$ cat src/rtl/jk_ff_bank.sv
// ============================================================================
// Module      : jk_ff_bank
// Description : WIDTH-bit bank of universal flip-flops (JK/SR/D/T runtime
//               mode) with clock enable, change flags, sticky SR-illegal
//               error and a saturating change counter.
// Revision    : 1.0 - initial release
// ============================================================================
`default_nettype none

module jk_ff_bank #(
  parameter int              WIDTH     = 8,
  parameter logic [WIDTH-1:0] RESET_VAL = '0,
  parameter int              CNT_W     = 8
) (
  input  logic             clk,
  input  logic             rst,
  input  logic             en,
  input  logic [1:0]       mode,
  input  logic [WIDTH-1:0] a,
  input  logic [WIDTH-1:0] b,
  input  logic             err_clr,
  output logic [WIDTH-1:0] q,
  output logic [WIDTH-1:0] qb,
  output logic [WIDTH-1:0] chg,
  output logic             sr_err,
  output logic [CNT_W-1:0] chg_cnt
);

  localparam logic [1:0] c_MODE_JK = 2'b00;
  localparam logic [1:0] c_MODE_SR = 2'b01;
  localparam logic [1:0] c_MODE_D  = 2'b10;
  localparam logic [1:0] c_MODE_T  = 2'b11;

  logic [WIDTH-1:0] r_q;
  logic [WIDTH-1:0] r_chg;
  logic             r_sr_err;
  logic [CNT_W-1:0] r_chg_cnt;

  logic [WIDTH-1:0] w_q_next;
  logic [WIDTH-1:0] w_diff;
  logic             w_sr_illegal;
  logic             w_cnt_full;

  always_comb begin
    w_q_next = r_q;
    for (int i = 0; i < WIDTH; i++) begin
      case (mode)
        c_MODE_JK: begin
          case ({a[i], b[i]})
            2'b01:   w_q_next[i] = 1'b0;
            2'b10:   w_q_next[i] = 1'b1;
            2'b11:   w_q_next[i] = ~r_q[i];
            default: w_q_next[i] = r_q[i];
          endcase
        end
        c_MODE_SR: begin
          // S=R=1 holds the bit; the illegal combination is flagged separately
          case ({a[i], b[i]})
            2'b01:   w_q_next[i] = 1'b0;
            2'b10:   w_q_next[i] = 1'b1;
            default: w_q_next[i] = r_q[i];
          endcase
        end
        c_MODE_D: w_q_next[i] = a[i];
        c_MODE_T: w_q_next[i] = a[i] ? ~r_q[i] : r_q[i];
        default:  w_q_next[i] = r_q[i];
      endcase
    end
  end

  assign w_diff       = w_q_next ^ r_q;
  assign w_sr_illegal = (mode == c_MODE_SR) && (|(a & b));
  assign w_cnt_full   = (r_chg_cnt == {CNT_W{1'b1}});

  always_ff @(posedge clk) begin
    if (rst) begin
      r_q       <= RESET_VAL;
      r_chg     <= '0;
      r_sr_err  <= 1'b0;
      r_chg_cnt <= '0;
    end else begin
      if (en) begin
        r_q   <= w_q_next;
        r_chg <= w_diff;
        if ((|w_diff) && !w_cnt_full) begin
          r_chg_cnt <= r_chg_cnt + 1'b1;
        end
      end else begin
        r_chg <= '0;
      end
      // A new error on this edge wins over a simultaneous clear
      if (en && w_sr_illegal) begin
        r_sr_err <= 1'b1;
      end else if (err_clr) begin
        r_sr_err <= 1'b0;
      end
    end
  end

  assign q       = r_q;
  assign qb      = ~r_q;
  assign chg     = r_chg;
  assign sr_err  = r_sr_err;
  assign chg_cnt = r_chg_cnt;

endmodule

`default_nettype wire

$ cat config.mk
export PLATFORM = sky130hd
export DESIGN_NAME = jk_ff_bank
export DESIGN_NICKNAME = d
export VERILOG_FILES = /design/src/rtl/jk_ff_bank.sv
export SDC_FILE = /design/constraint.sdc
export NUM_CORES = 1
export LEC_CHECK = 0
export CELL_PAD_IN_SITES_DETAIL_PLACEMENT = 1
export CELL_PAD_IN_SITES_GLOBAL_PLACEMENT = 2
export CORE_ASPECT_RATIO = 0.75
export CORE_UTILIZATION = 29
export CTS_CLUSTER_SIZE = 30
export DETAILED_ROUTE_END_ITERATION = 8
export PLACE_DENSITY = 0.81
export SLEW_MARGIN = 40
export SYNTH_ARGS = -nofsm -noshare
export SYNTH_HDL_FRONTEND = slang
export SYNTH_SLANG_ARGS = --single-unit
export TNS_END_PERCENT = 1
$ cat constraint.sdc
create_clock -name clk -period 5.3 [get_ports clk]
set_clock_uncertainty 0.05 [all_clocks]
set_input_delay 1.59 -clock clk [delete_from_list [all_inputs] [get_ports clk]]
set_output_delay 1.59 -clock clk [all_outputs]
set_load 0.02 [all_outputs]
==> results.yml, run 1 <==
detailed_routing:
  ant_nets: 0
  first_pass_iters: 4
  drc_errors: 0
  drt_iter0_drc: 51
  vias: 1912
  vias_per_cell: 5.238
  finalWirelength_microns: 5721
  routedWlPerCell_microns: 15.67
global_routing:
  first_global_vias: 1887
  antenna_found_initial: 0
  use_met2: 0.2667
  grt_use_met1: 0.2651
  use_met3: 0.03249
  grt_first_pass_wirelength_microns: 9542
  gr-usage-all-layers: 0.1768
  grt_busiest_layer: "met2"
  grt_max_degree: 21
  grt_remaining_overflow: 0
synthesis:
  synthCells: 234
  synthesis.nets: 273
  ys_seq_elements: 25
  synth.distinct_cells: 55
  dominantRegCellSynth: "dfxtp_1"
  synth_area_sq_um: 1914
  synthArstFlopShare: 0
  yosysTopAreaCellShare: 0.2614
  ys_warn_count: 0
  ys_top_cells_by_area: "dfxtp_1 (26%), ha_1 (11%), nor2_1 (4.7%)"
  synth.avg_cell_area_sq_um: 8.181
  synth.yosys.seq_area_share: 0.2614
  netlist.top_cell.by_area: "dfxtp_1"
  synth-edff-count: 0
clock_network:
  cts_hold_buf: 0
  cts_inserted_buffers: 3
  clkTransAtPathRegs_ps: 100
  postCtsSetupBuffers: 0
  clk_latency_ps: 270
  cts_resized: 0
  cts_root_buffer: "clkbuf_8"
  cts.path.max_buffers: 2
  cts_tree: "yes"
  cts_sinks: 25
  htreeDepth: 1
critical_path:
  path_buf_inv: 2
  slowest_delay_ps: 650
  end_kind: "register"
  crit_chain: "clkdlybuf4s50_1, buf_4, nand2b_1, nor2_1, nor4b_1, o211ai_1, nor4_2, nor3_1, mux2_1"
  worstSetupStartpointType: "primary input"
  critPathKind: "primary input to register"
  required_ps: 5420
  path_delay_family: "simple AND/OR/NAND/NOR gates"
  critPathArrivalTime_ps: 4420
  slowest_stage: "clkdlybuf4s50_1"
  cp_max_fo: 11
final_layout:
  layout-drive-gt1-share: 0.05986
  final_common_cell: "clkdlybuf4s50_1"
  insertedDiodeCount: 0
  syn_to_final_growth_pct: 32.81
  nNetsFinal: 324
  final_cell_mix: "clkdlybuf4s50_1 (53), dfxtp_1 (25), nor2_1 (24), inv_1 (19), ha_1 (17)"
timing:
  fin_crit_sh: 0.8120
  fin_ws_ps: 996.2
  slew_violations: 0
  relSlewSlack: 0.4871
  hold_viol: 0
  fin_crit_ps: 4304
  rsz0062_at_grt: "false"
  tightest_slew_ps: 767.0
  setup_tns_ps: 0
  setup_viol: 0
  fmax_mhz: 232.4
floorplanning:
  dieHeight_microns: 72.36
  rows: 25
  num_io_pins: 55
  coreArea_sq_um: 6350
  die_area_sq_um: 6933
  die_x_microns: 95.82
  initial_utilization: 0.3015
worst_hold_path:
  hold_path_class: "register to register"
power_and_ir_drop:
  ir_drop_v: 0.00008614
  p_leak_nw: 0.9828
  power.density_nw_per_um2: 197.5
placement:
  numPortBuffers: 54
  pre_cts_ws_ps: 722.0
  hpwl_microns: 4402
  gp_congestion: 0.8087
job:
  drv_cap: 0
status:
  status: "finished clean"
==> cells in the mapped netlist, types with 3 or more instances <==
master     instances
a41oi_1            3
mux2i_1            4
nand4_1            7
or3_1              5
nor4_1             3
ha_1              17
nand2_1           14
dfxtp_1           25
o21ai_1            5
a21oi_1           15
nor2b_1            4
nand2b_1           5
nor2_1            24
a22o_1             3
inv_1             19
a2bb2oi_1          5
nor3_1             6
a211oi_1           4
clkbuf_1           4
buf_6              4
o21ai_0            9
==> final cells by class <==
class / instances / area, sq um
Fill cell: 756 / 3807
Clock buffer: 4 / 45.04
Tap cell: 81 / 101.3
Multi-Input combinational cell: 178 / 1259
Timing Repair Buffer: 58 / 565.5
Sequential cell: 25 / 500.5
Inverter: 19 / 71.32
==> tightest hold or removal path: cells and delay by family (launching register included) <==
family | cells | cell delay [ps]
flip-flops | 1 | 340
AO/OA/AOI/OAI | 2 | 140
==> metal layers <==
metal	wire, microns	vias up	share of wire
li1	-	954	-
met5	0	-	0
met1	3015	919	0.53
met2	2452	37	0.43
met4	25	0	0.0044
met3	228	2	0.040
==> final timing paths <==
path	startpoint	endpoint	slack [ps]	cells past startpoint
worst max-delay path	mode[0]	chg_cnt[5]	1000	9
worst max register to register	q[7]	chg_cnt[5]	2790	7
worst min-delay path	chg_cnt[6]	chg_cnt[6]	470	2
worst min register to register	chg_cnt[6]	chg_cnt[6]	470	2
==> kinds of logic after synthesis <==
| kind of cell | Yosys count | synth area share |
|---|---|---|
| adders and majority gates | 17 | 0.1111 |
| AOI/OAI and AO/OA | 61 | 0.2183 |
| DFF | 25 | 0.2614 |
| buffers and inverters | 31 | 0.08104 |
| xor gates and xnor gates | 2 | 0.01308 |
| muxes | 7 | 0.03856 |
| and+or+nand+nor | 91 | 0.2765 |
==> per-stage QoR <==
| step | util | hold slack [ps] | power, W | instances | area (sq um) |
|---|---|---|---|---|---|
| after floorplan | - | 513.4 | 0.0003133 | 234 | 1914 |
| after global placement | 0.3941 | 434.3 | 0.0003836 | 361 | 2502 |
| after detailed placement | 0.3941 | 454.6 | 0.0003850 | 361 | 2502 |
| after CTS | 0.4012 | 472.2 | 0.0005070 | 365 | 2547 |
| after global routing | 0.4004 | 506.6 | 0.0005345 | 365 | 2542 |
| final | 0.4004 | 472.2 | 0.0005022 | 365 | 2542 |
==> sequential cells by signal (all words and copies together) (netlist names) <==
register	flops
chg_cnt	8
chg	8
sr_err	1
q	8
==> where the power goes <==
group / internal [W] / switching (W)
logic: 0.0000799 / 0.0000915
clock network: 0.0000539 / 0.0000680
registers: 0.000198 / 0.0000109
(Power assumes the default switching activity.)
==> run 2: changes to the inputs <==
--- a/config.mk
+++ b/config.mk
@@ -8,10 +8,10 @@
 export CELL_PAD_IN_SITES_DETAIL_PLACEMENT = 1
 export CELL_PAD_IN_SITES_GLOBAL_PLACEMENT = 2
 export CORE_ASPECT_RATIO = 0.75
-export CORE_UTILIZATION = 29
+export CORE_UTILIZATION = 27
 export CTS_CLUSTER_SIZE = 30
 export DETAILED_ROUTE_END_ITERATION = 8
-export PLACE_DENSITY = 0.81
+export PLACE_DENSITY = 0.76
 export SLEW_MARGIN = 40
 export SYNTH_ARGS = -nofsm -noshare
 export SYNTH_HDL_FRONTEND = slang
==> constraint.sdc (replaced) <==
create_clock -name clk -period 4.3 [get_ports clk]
set_clock_uncertainty 0.05 [all_clocks]
set_input_delay 1.29 -clock clk [delete_from_list [all_inputs] [get_ports clk]]
set_output_delay 1.29 -clock clk [all_outputs]
set_load 0.02 [all_outputs]
==> results.yml, run 2 (synthesized netlist as in run 1, its figures left out) <==
clock_network:
  cts.path.max_buffers: 2
  cts_hold_buf: 0
  cts_sinks: 25
  cts_tree: "yes"
  clkTransAtPathRegs_ps: 90
  postCtsSetupBuffers: 0
  clk_latency_ps: 270
  cts_root_buffer: "clkbuf_8"
  htreeDepth: 1
  cts_resized: 0
  cts_inserted_buffers: 3
power_and_ir_drop:
  power.density_nw_per_um2: 238.1
  p_leak_nw: 1.017
  ir_drop_v: 0.0001183
detailed_routing:
  routedWlPerCell_microns: 15.47
  ant_nets: 0
  first_pass_iters: 4
  vias_per_cell: 5.091
  finalWirelength_microns: 5801
  vias: 1909
  drt_iter0_drc: 50
  drc_errors: 0
critical_path:
  r2r_slack_ps: 1910
  cp_max_fo: 15
  r2r_cells: 8
  worstSetupStartpointType: "primary input"
  required_ps: 4410
  r2r-end: "chg_cnt[7]"
  timing.rr.start: "q[7]"
  end_kind: "register"
  critPathArrivalTime_ps: 3900
  critPathKind: "primary input to register"
timing:
  slew_violations: 0
  setup_viol: 0
  rsz0062_at_grt: "false"
  fin_ws_ps: 513.4
  hold_ws_ps: 463.4
  fin_crit_sh: 0.8806
  relSlewSlack: 0.6864
  fmax_mhz: 264.1
  hold_viol: 0
  fin_crit_ps: 3787
  setup_tns_ps: 0
  tightest_slew_ps: 469.4
floorplanning:
  rows: 26
  initial_utilization: 0.2802
  die_area_sq_um: 7434
  die_x_microns: 99.23
  num_io_pins: 55
  dieHeight_microns: 74.92
  coreArea_sq_um: 6832
final_layout:
  final_common_cell: "clkdlybuf4s50_1"
  final_core_util: 0.3811
  regArea_sq_um: 500.5
  syn_to_final_growth_pct: 36.01
  layout-drive-gt1-share: 0.07904
  nNetsFinal: 331
  final_cell_mix: "clkdlybuf4s50_1 (54), dfxtp_1 (25), nor2_1 (24), inv_1 (19), ha_1 (17)"
  multiInputGateArea_sq_um: 1259
  nFillCells: 830
  insertedDiodeCount: 0
  design_area_sq_um: 2604
placement:
  gp_congestion: 0.7899
  dpl_cell_area_sq_um: 2559
  pre_cts_ws_ps: 194.1
  numPortBuffers: 54
  hpwl_microns: 4493
global_routing:
  grt_remaining_overflow: 0
  first_global_vias: 1915
  gr-usage-all-layers: 0.1650
  grt_first_pass_wirelength_microns: 9577
  antenna_found_initial: 0
  grt_max_degree: 19
worst_hold_path:
  hold_path_class: "register to register"
  min-delay-start: "chg_cnt[6]"
  holdPathEnd: "chg_cnt[6]"
  holdPathStages: 2
status:
  status: "finished clean"
job:
  drv_cap: 0
==> run 2: cell count changes in the layout (fill, tap and decap cells not counted) <==
cell             change
buf_2                -1
buf_4                +7
clkdlybuf4s50_1      +1
==> run 2: worst max path at each step <==
stage	start	end	slack, ps
floorplan	b[7]	chg_cnt[5]	930
CTS	b[3]	chg_cnt[5]	510
detailed placement	mode[0]	chg_cnt[5]	190
global route	b[3]	chg_cnt[5]	310
global placement	mode[0]	chg_cnt[5]	160
finish	mode[0]	chg_cnt[5]	510
==> run 2: stage by stage <==
step                      power (W)  std cells
after CTS                 0.0006291        375
after global placement    0.0004790        371
after floorplan           0.0003862        234
after detailed placement  0.0004799        371
after global routing      0.0006605        375
final                     0.0006199        375
==> run 2: where the power goes <==
| group | switching, W | internal [W] | total, W |
|---|---|---|---|
| registers | 0.0000133 | 0.000244 | 0.000257 |
| clock network | 0.0000796 | 0.0000664 | 0.000146 |
| logic | 0.000113 | 0.000103 | 0.000217 |
| total | 0.000206 | 0.000414 | 0.000620 |
==> run 2: layer usage <==
layer  part of all wire  GRT usage  vias up  wire length (microns)
met5                  0          0        -                      0
met4             0.0052    0.02451        0                     30
met1               0.53     0.2270      895                   3089
met3              0.042    0.02971        2                    244
met2               0.42     0.2785       43                   2437
li1                   -          -      969                      -
==> run 2: final cells by class <==
type / count / area share
Multi-Input combinational cell: 178 / 0.4834
Timing Repair Buffer: 65 / 0.2393
Sequential cell: 25 / 0.1922
Tap cell: 84 / 0.04037
Inverter: 19 / 0.02739
Clock buffer: 4 / 0.01730
==> run 2: critical path, stage by stage <==
cell and delay [ps]:
clkdlybuf4s50_1 470, nor2b_1 410, mux2_1 370, a211oi_1 370
o211ai_1 200, nor4_2 170, buf_4 230, nor3_1 80
mux2_1 300
==> run 3: changes to the inputs <==
==> config.mk (replaced) <==
export PLATFORM = sky130hd
export DESIGN_NAME = jk_ff_bank
export DESIGN_NICKNAME = d
export VERILOG_FILES = /design/src/rtl/jk_ff_bank.sv
export SDC_FILE = /design/constraint.sdc
export NUM_CORES = 1
export LEC_CHECK = 0
export CORE_ASPECT_RATIO = 0.75
export CORE_UTILIZATION = 48
export CTS_CLUSTER_DIAMETER = 50
export CTS_CLUSTER_SIZE = 30
export DETAILED_ROUTE_END_ITERATION = 8
export PLACE_DENSITY = 0.77
export SLEW_MARGIN = 40
export SYNTH_ARGS = -nofsm -noshare
export SYNTH_HDL_FRONTEND = slang
export SYNTH_SLANG_ARGS = --single-unit
export TNS_END_PERCENT = 1
==> results.yml, run 3 (synthesized netlist as in run 1, its figures left out) <==
floorplanning:
  initial_utilization: 0.5129
  die_area_sq_um: 4247
  coreArea_sq_um: 3732
  dieHeight_microns: 56.69
  die_x_microns: 74.92
  rows: 19
  num_io_pins: 55
power_and_ir_drop:
  power.density_nw_per_um2: 242.5
  p_leak_nw: 0.9975
  ir_drop_v: 0.0001757
clock_network:
  cts_inserted_buffers: 3
  postCtsSetupBuffers: 0
  cts_tree: "yes"
  htreeDepth: 1
  clkTransAtPathRegs_ps: 90
  cts_resized: 0
  cts_sinks: 25
  cts_root_buffer: "clkbuf_8"
  cts_hold_buf: 0
  cts.path.max_buffers: 2
  clk_latency_ps: 270
critical_path:
  cp_max_fo: 15
  critPathArrivalTime_ps: 3960
  critPathKind: "primary input to register"
  end_kind: "register"
  required_ps: 4460
  worstSetupStartpointType: "primary input"
placement:
  dpl_cell_area_sq_um: 2489
  gp_congestion: 0.8763
  hpwl_microns: 3630
  numPortBuffers: 54
worst_hold_path:
  hold_path_class: "register to register"
timing:
  relSlewSlack: 0.6955
  fin_crit_sh: 0.8830
  setup_tns_ps: 0
  tightest_slew_ps: 450.4
  setup_viol: 0
  hold_viol: 0
  slew_violations: 0
  fin_crit_ps: 3797
  fmax_mhz: 263.4
  rsz0062_at_grt: "false"
detailed_routing:
  first_pass_iters: 4
  finalWirelength_microns: 4834
  drt_iter0_drc: 90
  routedWlPerCell_microns: 14.26
  ant_nets: 0
  vias: 1940
  vias_per_cell: 5.723
  drc_errors: 0
global_routing:
  gr-usage-all-layers: 0.2428
  grt_first_pass_wirelength_microns: 7983
  first_global_vias: 1698
  grt_remaining_overflow: 0
  grt_max_degree: 20
  antenna_found_initial: 0
job:
  drv_cap: 0
final_layout:
  design_area_sq_um: 2534
  final_cell_mix: "clkdlybuf4s50_1 (54), dfxtp_1 (25), nor2_1 (24), inv_1 (19), ha_1 (17)"
  syn_to_final_growth_pct: 32.35
  insertedDiodeCount: 0
  final_common_cell: "clkdlybuf4s50_1"
  nNetsFinal: 327
  layout-drive-gt1-share: 0.06620
status:
  status: "finished clean"
[run 3: cell types whose count changed in the layout (fill, tap and decap cells not counted)]
| cell | change |
|---|---|
| buf_4 | -4 |
[run 3: path summary, 6_finish.rpt]
check	depth (start not counted)	slack (ps)	to	start
max	10	500	chg_cnt[7]	mode[1]
min	2	460	chg_cnt[7]	chg_cnt[7]
max reg2reg	8	1890	chg_cnt[7]	q[7]
min reg2reg	2	460	chg_cnt[7]	chg_cnt[7]
[run 3: layout make-up]
type                    instances  area [sq um]
clock buffers                   4         45.04
fillers                       310          1199
inverters                      19         71.32
multi-input cells             178          1259
flip-flops and latches         25         500.5
well taps                      52         65.06
repair buffers                 61         593.1
[run 3: per-stage QoR]
step                instances  setup WS (ps)  total power [W]  utilization  hold slack [ps]
floorplan                 234          928.3        0.0003862            -            513.4
global placement          335          315.6        0.0004675       0.6668            421.9
detailed placement        335          232.9        0.0004698       0.6668            433.8
CTS                       339          502.9        0.0006148       0.6788            456.7
global route              339          358.1        0.0006472       0.6788            509.7
finish                    339          502.9        0.0006145       0.6788            459.2
[run 3: critical path, cell delays in order]
cell             delay, ps
clkdlybuf4s50_1        510
buf_4                  230
inv_1                  190
a211oi_1               110
or4_4                  550
xnor2_2                180
nor4_2                  60
buf_4                  180
or4_1                  500
a21oi_1                150
[run 3: where the power goes]
group | switching (W) | internal [W]
Clock | 0.0000815 | 0.0000665
Sequential | 0.0000125 | 0.000244
Combinational | 0.000109 | 0.000101
[run 3: routing by layer]
| layer | share of wire | global-route usage |
|---|---|---|
| met1 | 0.50 | 0.3728 |
| met2 | 0.42 | 0.3475 |
| met3 | 0.062 | 0.04488 |
| met4 | 0.011 | 0.04852 |
| met5 | 0 | 0 |
